File: config.mk
export PLATFORM = sky130hd
export DESIGN_NAME = serial_add_ctrl
export DESIGN_NICKNAME = d
export VERILOG_FILES = /design/src/rtl/serial_add_ctrl.sv
export SDC_FILE = /design/constraint.sdc
export NUM_CORES = 1
export LEC_CHECK = 0
export CORE_MARGIN = 8
export CORE_UTILIZATION = 53
export DETAILED_ROUTE_END_ITERATION = 8
export PLACE_DENSITY = 0.75
export SLEW_MARGIN = 20
export SYNTH_ARGS = -nofsm -noshare
export SYNTH_HDL_FRONTEND = slang
export SYNTH_SLANG_ARGS = --single-unit
File: constraint.sdc
create_clock -name clk -period 1.6 [get_ports clk]
set_input_delay 0.16 -clock clk [delete_from_list [all_inputs] [get_ports clk]]
set_output_delay 0.16 -clock clk [all_outputs]
set_load 0.1 [all_outputs]
File: src/rtl/serial_add_ctrl.sv
// serial_add_ctrl: bit-serial add/subtract controller.
// A single full-adder slice is shared across all WIDTH bits, LSB first.
// One operation takes WIDTH RUN cycles plus one DONE cycle.
module serial_add_ctrl #(
  parameter int WIDTH = 8,
  parameter int CNT_W = 5
) (
  input  logic             clk,
  input  logic             rst_n,
  input  logic             start,
  input  logic [WIDTH-1:0] op_a,
  input  logic [WIDTH-1:0] op_b,
  input  logic             sub,
  output logic             busy,
  output logic             done,
  output logic [WIDTH-1:0] result,
  output logic             carry_out,
  output logic             overflow
);

  typedef enum logic [1:0] {
    IDLE = 2'd0,
    RUN  = 2'd1,
    DONE = 2'd2
  } state_t;

  state_t state;
  state_t state_next;

  logic [CNT_W-1:0] cnt;
  logic [WIDTH-1:0] a_sh;
  logic [WIDTH-1:0] b_sh;
  logic [WIDTH-2:0] sum_sh;
  logic             carry_ff;
  logic             c_into_msb;

  logic             slice_sum;
  logic             slice_cout;
  logic [WIDTH-1:0] sum_cat;
  logic             last_bit;
  logic             msb_carry_bit;

  // The one-bit adder slice fed from the operand shift register LSBs.
  assign slice_sum  = a_sh[0] ^ b_sh[0] ^ carry_ff;
  assign slice_cout = (a_sh[0] & b_sh[0]) | (a_sh[0] & carry_ff) | (b_sh[0] & carry_ff);

  // New sum bit enters at the MSB; on the final bit this is the whole result.
  assign sum_cat       = {slice_sum, sum_sh};
  assign last_bit      = (cnt == CNT_W'(WIDTH - 1));
  assign msb_carry_bit = (cnt == CNT_W'(WIDTH - 2));

  // busy and done decode the registered state only, so start never reaches them combinationally.
  assign busy = (state != IDLE);
  assign done = (state == DONE);

  // State register.
  always_ff @(posedge clk or negedge rst_n) begin
    if (!rst_n) begin
      state <= IDLE;
    end else begin
      state <= state_next;
    end
  end

  // Next-state logic: IDLE waits for start, RUN counts bits, DONE lasts one cycle.
  always_comb begin
    state_next = state;
    case (state)
      IDLE: begin
        if (start) begin
          state_next = RUN;
        end
      end
      RUN: begin
        if (last_bit) begin
          state_next = DONE;
        end
      end
      DONE: begin
        state_next = IDLE;
      end
      default: begin
        state_next = IDLE;
      end
    endcase
  end

  // Datapath: operand capture, serial shifting, carry tracking and result commit.
  always_ff @(posedge clk or negedge rst_n) begin
    if (!rst_n) begin
      cnt        <= '0;
      a_sh       <= '0;
      b_sh       <= '0;
      sum_sh     <= '0;
      carry_ff   <= 1'b0;
      c_into_msb <= 1'b0;
      result     <= '0;
      carry_out  <= 1'b0;
      overflow   <= 1'b0;
    end else begin
      case (state)
        IDLE: begin
          if (start) begin
            a_sh     <= op_a;
            b_sh     <= sub ? ~op_b : op_b;
            carry_ff <= sub;
            cnt      <= '0;
          end
        end
        RUN: begin
          a_sh     <= {1'b0, a_sh[WIDTH-1:1]};
          b_sh     <= {1'b0, b_sh[WIDTH-1:1]};
          sum_sh   <= sum_cat[WIDTH-1:1];
          carry_ff <= slice_cout;
          cnt      <= cnt + 1'b1;
          if (msb_carry_bit) begin
            c_into_msb <= slice_cout;
          end
          if (last_bit) begin
            result    <= sum_cat;
            carry_out <= slice_cout;
            overflow  <= slice_cout ^ c_into_msb;
          end
        end
        default: begin
        end
      endcase
    end
  end

endmodule

==> results of run 1 <==
[worst min-delay path, cell delays in order]
cell and delay [ns]:
dlygate4sd3_1 0.52, buf_2 0.10, buf_4 0.43
[synth_stat cells (all sizes together), types with 4 or more instances]
cell type,number,area (sq um)
xnor2,8,70.1
mux2,12,169
clkbuf,5,20.0
dfrtp,42,1050
nor2b,10,62.6
nand4,4,40.0
a21oi,8,40.0
inv,4,15.0
nor2,4,15.0
a22oi,12,90.1
o21ai,12,60.1
o211ai,4,30.0
buf,9,55.0
nand2,31,116
[sequential cells by signal, summed over array words and instances (netlist names)]
register and cells:
state 2, c_into_msb 1, carry_out 1, carry_ff 1, a_sh 8, result 8
cnt 5, b_sh 8, sum_sh 7, overflow 1
[cells by family after synthesis]
group | after synthesis
AND/OR/NAND/NOR | 55
buffers and inverters | 18
XOR/XNOR | 9
multiplexers | 14
AO/OA/AOI/OAI | 43
flip-flops | 42
adder cells (fa/ha/maj) | 3
[power by group through the flow]
stage	Sequential, mW	Combinational [mW]	Clock [mW]
after floorplan	2.50	1.27	0
after global placement	1.88	2.70	0
after detailed placement	1.92	2.80	0
after CTS	1.90	2.82	0.833
after global routing	1.96	3.04	0.874
final	1.90	2.86	0.815
[worst paths after layout]
check / endpoint
setup / recovery: busy
hold / removal: sum_sh[1]
setup reg to reg: result[2]
hold reg to reg: cnt[4]
max in group asynchronous: b_sh[1]
min in group clk: cnt[4]
[stage by stage]
step                total power, mW  setup slack, ns
detailed placement             4.72           0.0356
global route                   5.87          0.00402
finish                         5.57           0.0559
CTS                            5.54          0.00438
global placement               4.58           0.0918
floorplan                      3.77           0.0693
[final cells by class]
| class | instances | area, sq um |
|---|---|---|
| tap | 48 | 60.1 |
| multi-input combinational | 124 | 876 |
| fill | 256 | 1020 |
| inverter | 4 | 15.0 |
| clock inverter | 3 | 40.0 |
| sequential | 42 | 1050 |
| timing repair buffer | 44 | 529 |
| clock buffer | 5 | 68.8 |
[metal layers]
metal  vias up  global-route usage
met5         -                   0
met4         0              0.0755
met3        11              0.0461
met2        51               0.247
met1       725               0.181
li1        707                   -
[timing repair]
| action | CTS | global route |
|---|---|---|
| setup buffers | 0 | 3 |
| gates resized for setup | 0 | 1 |
| hold buffers | 1 | 0 |
| hold endpoints to repair | 42 | 0 |
| setup endpoints to repair | 0 | 1 |
==> impl_metrics.yaml, run 1 <==
outcome:
  outcome: "completed"
placement:
  dp_cells: 258
  place_congestion: 0.823
  dpl_cell_area_sq_um: 2490
  port-buffer-count: 31
  dp_hpwl_mm: 3.14
floorplan:
  die_w_um: 77.6
  start_util: 0.549
  coreArea_sq_um: 3660
  dieArea_sq_um: 6020
  dieHeight_um: 77.6
  boundaryPins: 32
  core.rowCount: 22
sta:
  slew_violations: 0
  relSlewSlack: 0.656
  finClkSkew_ns: 0.00654
  period_needed_ns: 1.54
  max_freq_ghz: 0.648
  finalCritPeriodShare: 0.965
  setup_tns_ns: 0
  hold_viol_final: 0
  finalSetupViolations: 0
  worst_pin_slew_ns: 0.516
  rsz0062_at_grt: "false"
  fin_hold_ws_ns: 0.467
critical_path:
  worst-path-stages: 3
  path_class: "reg2out"
  startpoint_type: "flip-flop"
  path_cells: "buf_4, or2_2, buf_12"
  slowest_delay_ns: 0.42
  reg2reg_depth: 3
  crit_slowest_cell: "dfrtp_1"
  endpoint_kind: "primary output"
  reg2reg_from: "cnt[3]"
  path_buf_inv: 2
  cp-startpoint: "state[1]"
  worstPathArrival_ns: 1.38
  critPathMaxFanout: 12
  r2r_slack_ns: 0.10
  path_delay_family: "flip-flops"
  required_ns: 1.44
clock_tree:
  numCtsBuffers: 5
  clkTransAtPathRegs_ns: 0.08
  cts_tree: "built"
  clockRootBuffer: "clkbuf_8"
  ctsLongestPathBuffers: 2
  insertion_delay_ns: 0.29
  cts.sinks: 42
  htreeDepth: 2
detailed_routing:
  wl_met1_mm: 1.98
  highest_layer: "met4"
  drt_iter0_drc: 113
  dr.pass1.iters: 4
  vias_per_cell: 5.53
  route.met3.wl_um: 239
  routed_wl_mm: 4.39
  wl_per_cell_um: 16.2
  drc: 0
  met2_length_mm: 2.06
  ant_nets: 0
  via_count: 1494
power:
  power.density_nw_per_um2: 2110
  seq_power_share: 0.341
  p_int_mw: 3.12
  total_leakage_power_nw: 1.22
  pwr-share-comb: 0.512
  p_sw_mw: 2.45
  vdd_drop_max_mv: 1.42
  p_clk_frac: 0.146
  switching_share: 0.440
synthesis:
  synth_compound_area_frac: 0.141
  synth_mux_area_frac: 0.0940
  synthXorXnorAreaFrac: 0.0392
  synth_top_family_by_area: "compound AO/OA/AOI/OAI gates"
  syn_inst: 184
  synth_seq_cells: 42
  synth_edf_count: 0
  synthesis.area_sq_um: 2010
  synth_fa_ha_area_frac: 0.0224
  syn-num-nets: 207
  ys_dominant_reg_cell: "dfrtp_1"
  yosys_warnings: 0
  syn_avg_cell_area_sq_um: 10.9
  synth_simple_gate_area_share: 0.136
  yosysSeqAreaShare: 0.523
  async_flop_share: 1.00
  synthDistinctLibCells: 35
run:
  maxCapViolations: 0
global_route:
  antenna_found_initial: 0
  grt_pass1_wl_mm: 7.44
  grt_max_degree: 43
  grt_use_total: 0.153
  overflow: 0
  grt_pass1_vias: 1581
finish:
  stdcell_count: 270
  design_area_sq_um: 2640
  finalNetCount: 244
  synthToLayoutAreaGrowth_pct: 31.4
  final_common_cell: "dfrtp_1"
  final_core_util: 0.721
  antenna_cells: 0
  final_cell_mix: "42 x dfrtp_1, 31 x nand2_1, 18 x clkdlybuf4s50_1"
  drive_above_1_share: 0.216
worst_hold_path:
  hold_class: "in2async"
Note: power is estimated with default switching activity, not from simulation.
==> inputs of run 2 (changes only) <==
ABC_AREA = 1   (was unset)
CTS_CLUSTER_SIZE = 10   (was unset)
==> run 2 against run 1 <==
Clock-buffer cell count grew 2. Critical path depth is the same. Power shrank 2.6%. Sequential share of layout area grew 0.55 points. Via count grew 12%. Maximum frequency grew 11%. Final area shrank 1.4%. First-iteration DRC count shrank 20%. Setup slack gained 0.15 ns. Critical path type unchanged. Critical endpoint unchanged. Largest cell class unchanged. Largest power group unchanged.
==> impl_metrics.yaml, run 2 <==
outcome:
  outcome: "completed"
placement:
  port-buffer-count: 31
  dpl_cell_area_sq_um: 2500
  place_congestion: 0.777
  dp_hpwl_mm: 3.03
synthesis:
  async_flop_share: 1.00
  synthXorXnorAreaFrac: 0.00873
  synth_most_common_cell: "nand2_1"
  synth_mux_area_frac: 0
  synth_top_area_share: 0.524
  synth_fa_ha_area_frac: 0.0224
  syn_avg_cell_area_sq_um: 8.03
  synthDistinctLibCells: 20
  netlist.top_cell.by_area: "dfrtp_1"
  synth_simple_gate_area_share: 0.349
  synth_seq_cells: 42
  synth_compound_area_frac: 0.0249
  synthTopCellsByArea: "dfrtp_1 52%, nand2_1 19%, nand3_1 12%"
  synthesis.area_sq_um: 2010
  yosys_warnings: 0
  yosysSeqAreaShare: 0.524
  syn-num-nets: 273
  synth_edf_count: 0
  syn_inst: 250
  ys_dominant_reg_cell: "dfrtp_1"
  synthTopCellsByCount: "100 x nand2_1, 48 x nand3_1, 42 x dfrtp_1, 17 x inv_1, 8 x o21ai_0"
  synth_top_family_by_area: "simple AND/OR/NAND/NOR gates"
power:
  p_int_mw: 2.88
  switching_share: 0.470
  p_clk_frac: 0.125
  total_leakage_power_nw: 1.33
  vdd_drop_max_mv: 1.21
  p_total_mw: 5.43
  pwr-share-comb: 0.529
  p_sw_mw: 2.55
  power.density_nw_per_um2: 2080
  seq_power_share: 0.346
global_route:
  busiest_layer: "met2"
  overflow: 0
  gr-usage-met2: 0.233
  antenna_found_initial: 0
  grt_pass1_vias: 1647
  met3_usage: 0.0380
  grt_use_total: 0.141
  use_met1: 0.176
  grt_pass1_wl_mm: 7.15
  grt_max_degree: 43
clock_tree:
  insertion_delay_ns: 0.29
  htreeDepth: 2
  cts.sinks: 42
  cts_setup_buffers: 0
  clkTransAtPathRegs_ns: 0.07
  numCtsBuffers: 5
  ctsLongestPathBuffers: 2
  clockRootBuffer: "clkbuf_8"
  cts_tree: "built"
detailed_routing:
  drc: 0
  ant_nets: 0
  wl_per_cell_um: 11.7
  dr.pass1.iters: 4
  via_count: 1667
  drt_iter0_drc: 90
  routed_wl_mm: 3.94
  vias_per_cell: 4.95
critical_path:
  slowest_delay_ns: 0.44
  worstPathArrival_ns: 1.23
  reg2reg_from: "cnt[1]"
  path_cells: "nor2_2, inv_1, buf_12"
  startpoint_type: "flip-flop"
  reg2reg_depth: 7
  r2r_slack_ns: 0.25
  critPathMaxFanout: 4
  endpoint_kind: "primary output"
  path_class: "reg2out"
  crit_slowest_cell: "dfrtp_1"
  r2r-end: "overflow"
  required_ns: 1.44
sta:
  finalSetupViolations: 0
  setup_tns_ns: 0
  rsz0062_at_grt: "false"
  max_freq_ghz: 0.718
  worst_pin_slew_ns: 0.512
  finalCritPeriodShare: 0.870
  slew_violations: 0
  period_needed_ns: 1.39
  hold_viol_final: 0
  finClkSkew_ns: 0.00759
  fin_hold_ws_ns: 0.409
  relSlewSlack: 0.659
worst_hold_path:
  hold_class: "in2reg"
  hold_path_end: "a_sh[7]"
  hold_start: "op_a[7]"
  min_path_cells: 3
floorplan:
  die_w_um: 77.5
  dieArea_sq_um: 6010
  coreArea_sq_um: 3660
  boundaryPins: 32
  start_util: 0.548
  dieHeight_um: 77.5
  core.rowCount: 22
finish:
  antenna_cells: 0
  final_core_util: 0.711
  top_regs: "a_sh x8, b_sh x8, result x8"
  num-fill-cells: 292
  drive_above_1_share: 0.138
  final_cell_mix: "100 x nand2_1, 48 x nand3_1, 42 x dfrtp_1, 18 x clkdlybuf4s50_1, 17 x inv_1"
  design_area_sq_um: 2600
  final_common_cell: "nand2_1"
  finalNetCount: 311
  synthToLayoutAreaGrowth_pct: 29.7
run:
  maxCapViolations: 0
[run 2: changes by cell type after synthesis, moves of 4 or more]
cell      change
nand3_1      +46
nor2b_1      -10
inv_1        +13
o21ai_0       -4
a22oi_1      -12
mux2_4        -9
xnor2_1       -7
clkbuf_1      -4
o211ai_1      -4
nand2_1      +69
a21oi_1       -8
buf_4         +4
[run 2: cells by family (layout without fill, tap and decap cells)]
kind of cell,Yosys count,after routing
AO/OA/AOI/OAI,10,10
flip-flops,42,42
AND/OR/NAND/NOR,162,162
buffers and inverters,31,70
adder cells (fa/ha/maj),3,3
XOR/XNOR,2,2
[run 2: critical path: cells and delay by family, from the launching register on]
kind / cells / cell delay [ns]
flops: 1 / 0.44
buf+inv: 2 / 0.28
simple gates: 1 / 0.22
[run 2: cell type report]
class / instances / area [sq um] / share of cell area
multi-input cells: 177 / 820 / 0.315
well taps: 48 / 60.1 / 0.0231
clock buffers: 7 / 86.3 / 0.0332
inverters: 21 / 78.8 / 0.0303
clock inverters: 1 / 5.00 / 0.00192
repair buffers: 41 / 503 / 0.193
flip-flops and latches: 42 / 1050 / 0.404
[run 2: metal layers]
layer	wire, um	share of wire
met5	0	0
met4	54	0.014
met1	1820	0.46
met2	1880	0.48
met3	188	0.048
[run 2: metrics by stage]
step           cells  setup slack, ns
6_report         337            0.208
5_1_grt          337           0.0892
4_1_cts          337            0.133
3_5_place_dp     328            0.168
3_3_place_gp     328            0.253
2_1_floorplan    250            0.177
[run 2: timing repair]
| action | 4_1_cts | 5_1_grt |
|---|---|---|
| resized for setup | 0 | 1 |
| hold buffers | 1 | 0 |
| endpoints found under the setup margin | 0 | 5 |
| hold endpoints to repair | 42 | 0 |
[run 2: worst max path at each step]
stage,start,end,slack (ns),cells past startpoint
6_report,state[0],busy,0.21,3
3_5_place_dp,cnt[1],overflow,0.17,7
3_3_place_gp,cnt[1],result[0],0.25,7
2_1_floorplan,state[1],done,0.18,2
4_1_cts,cnt[1],overflow,0.13,7
5_1_grt,cnt[1],result[6],0.09,7
[run 2: power by group through the flow]
| stage | Combinational (mW) | Clock (mW) | Sequential [mW] |
|---|---|---|---|
| floorplan | 1.15 | 0 | 2.62 |
| global placement | 2.84 | 0 | 1.88 |
| detailed placement | 2.88 | 0 | 1.89 |
| CTS | 2.89 | 0.689 | 1.88 |
| global route | 3.10 | 0.728 | 1.94 |
| finish | 2.87 | 0.677 | 1.88 |
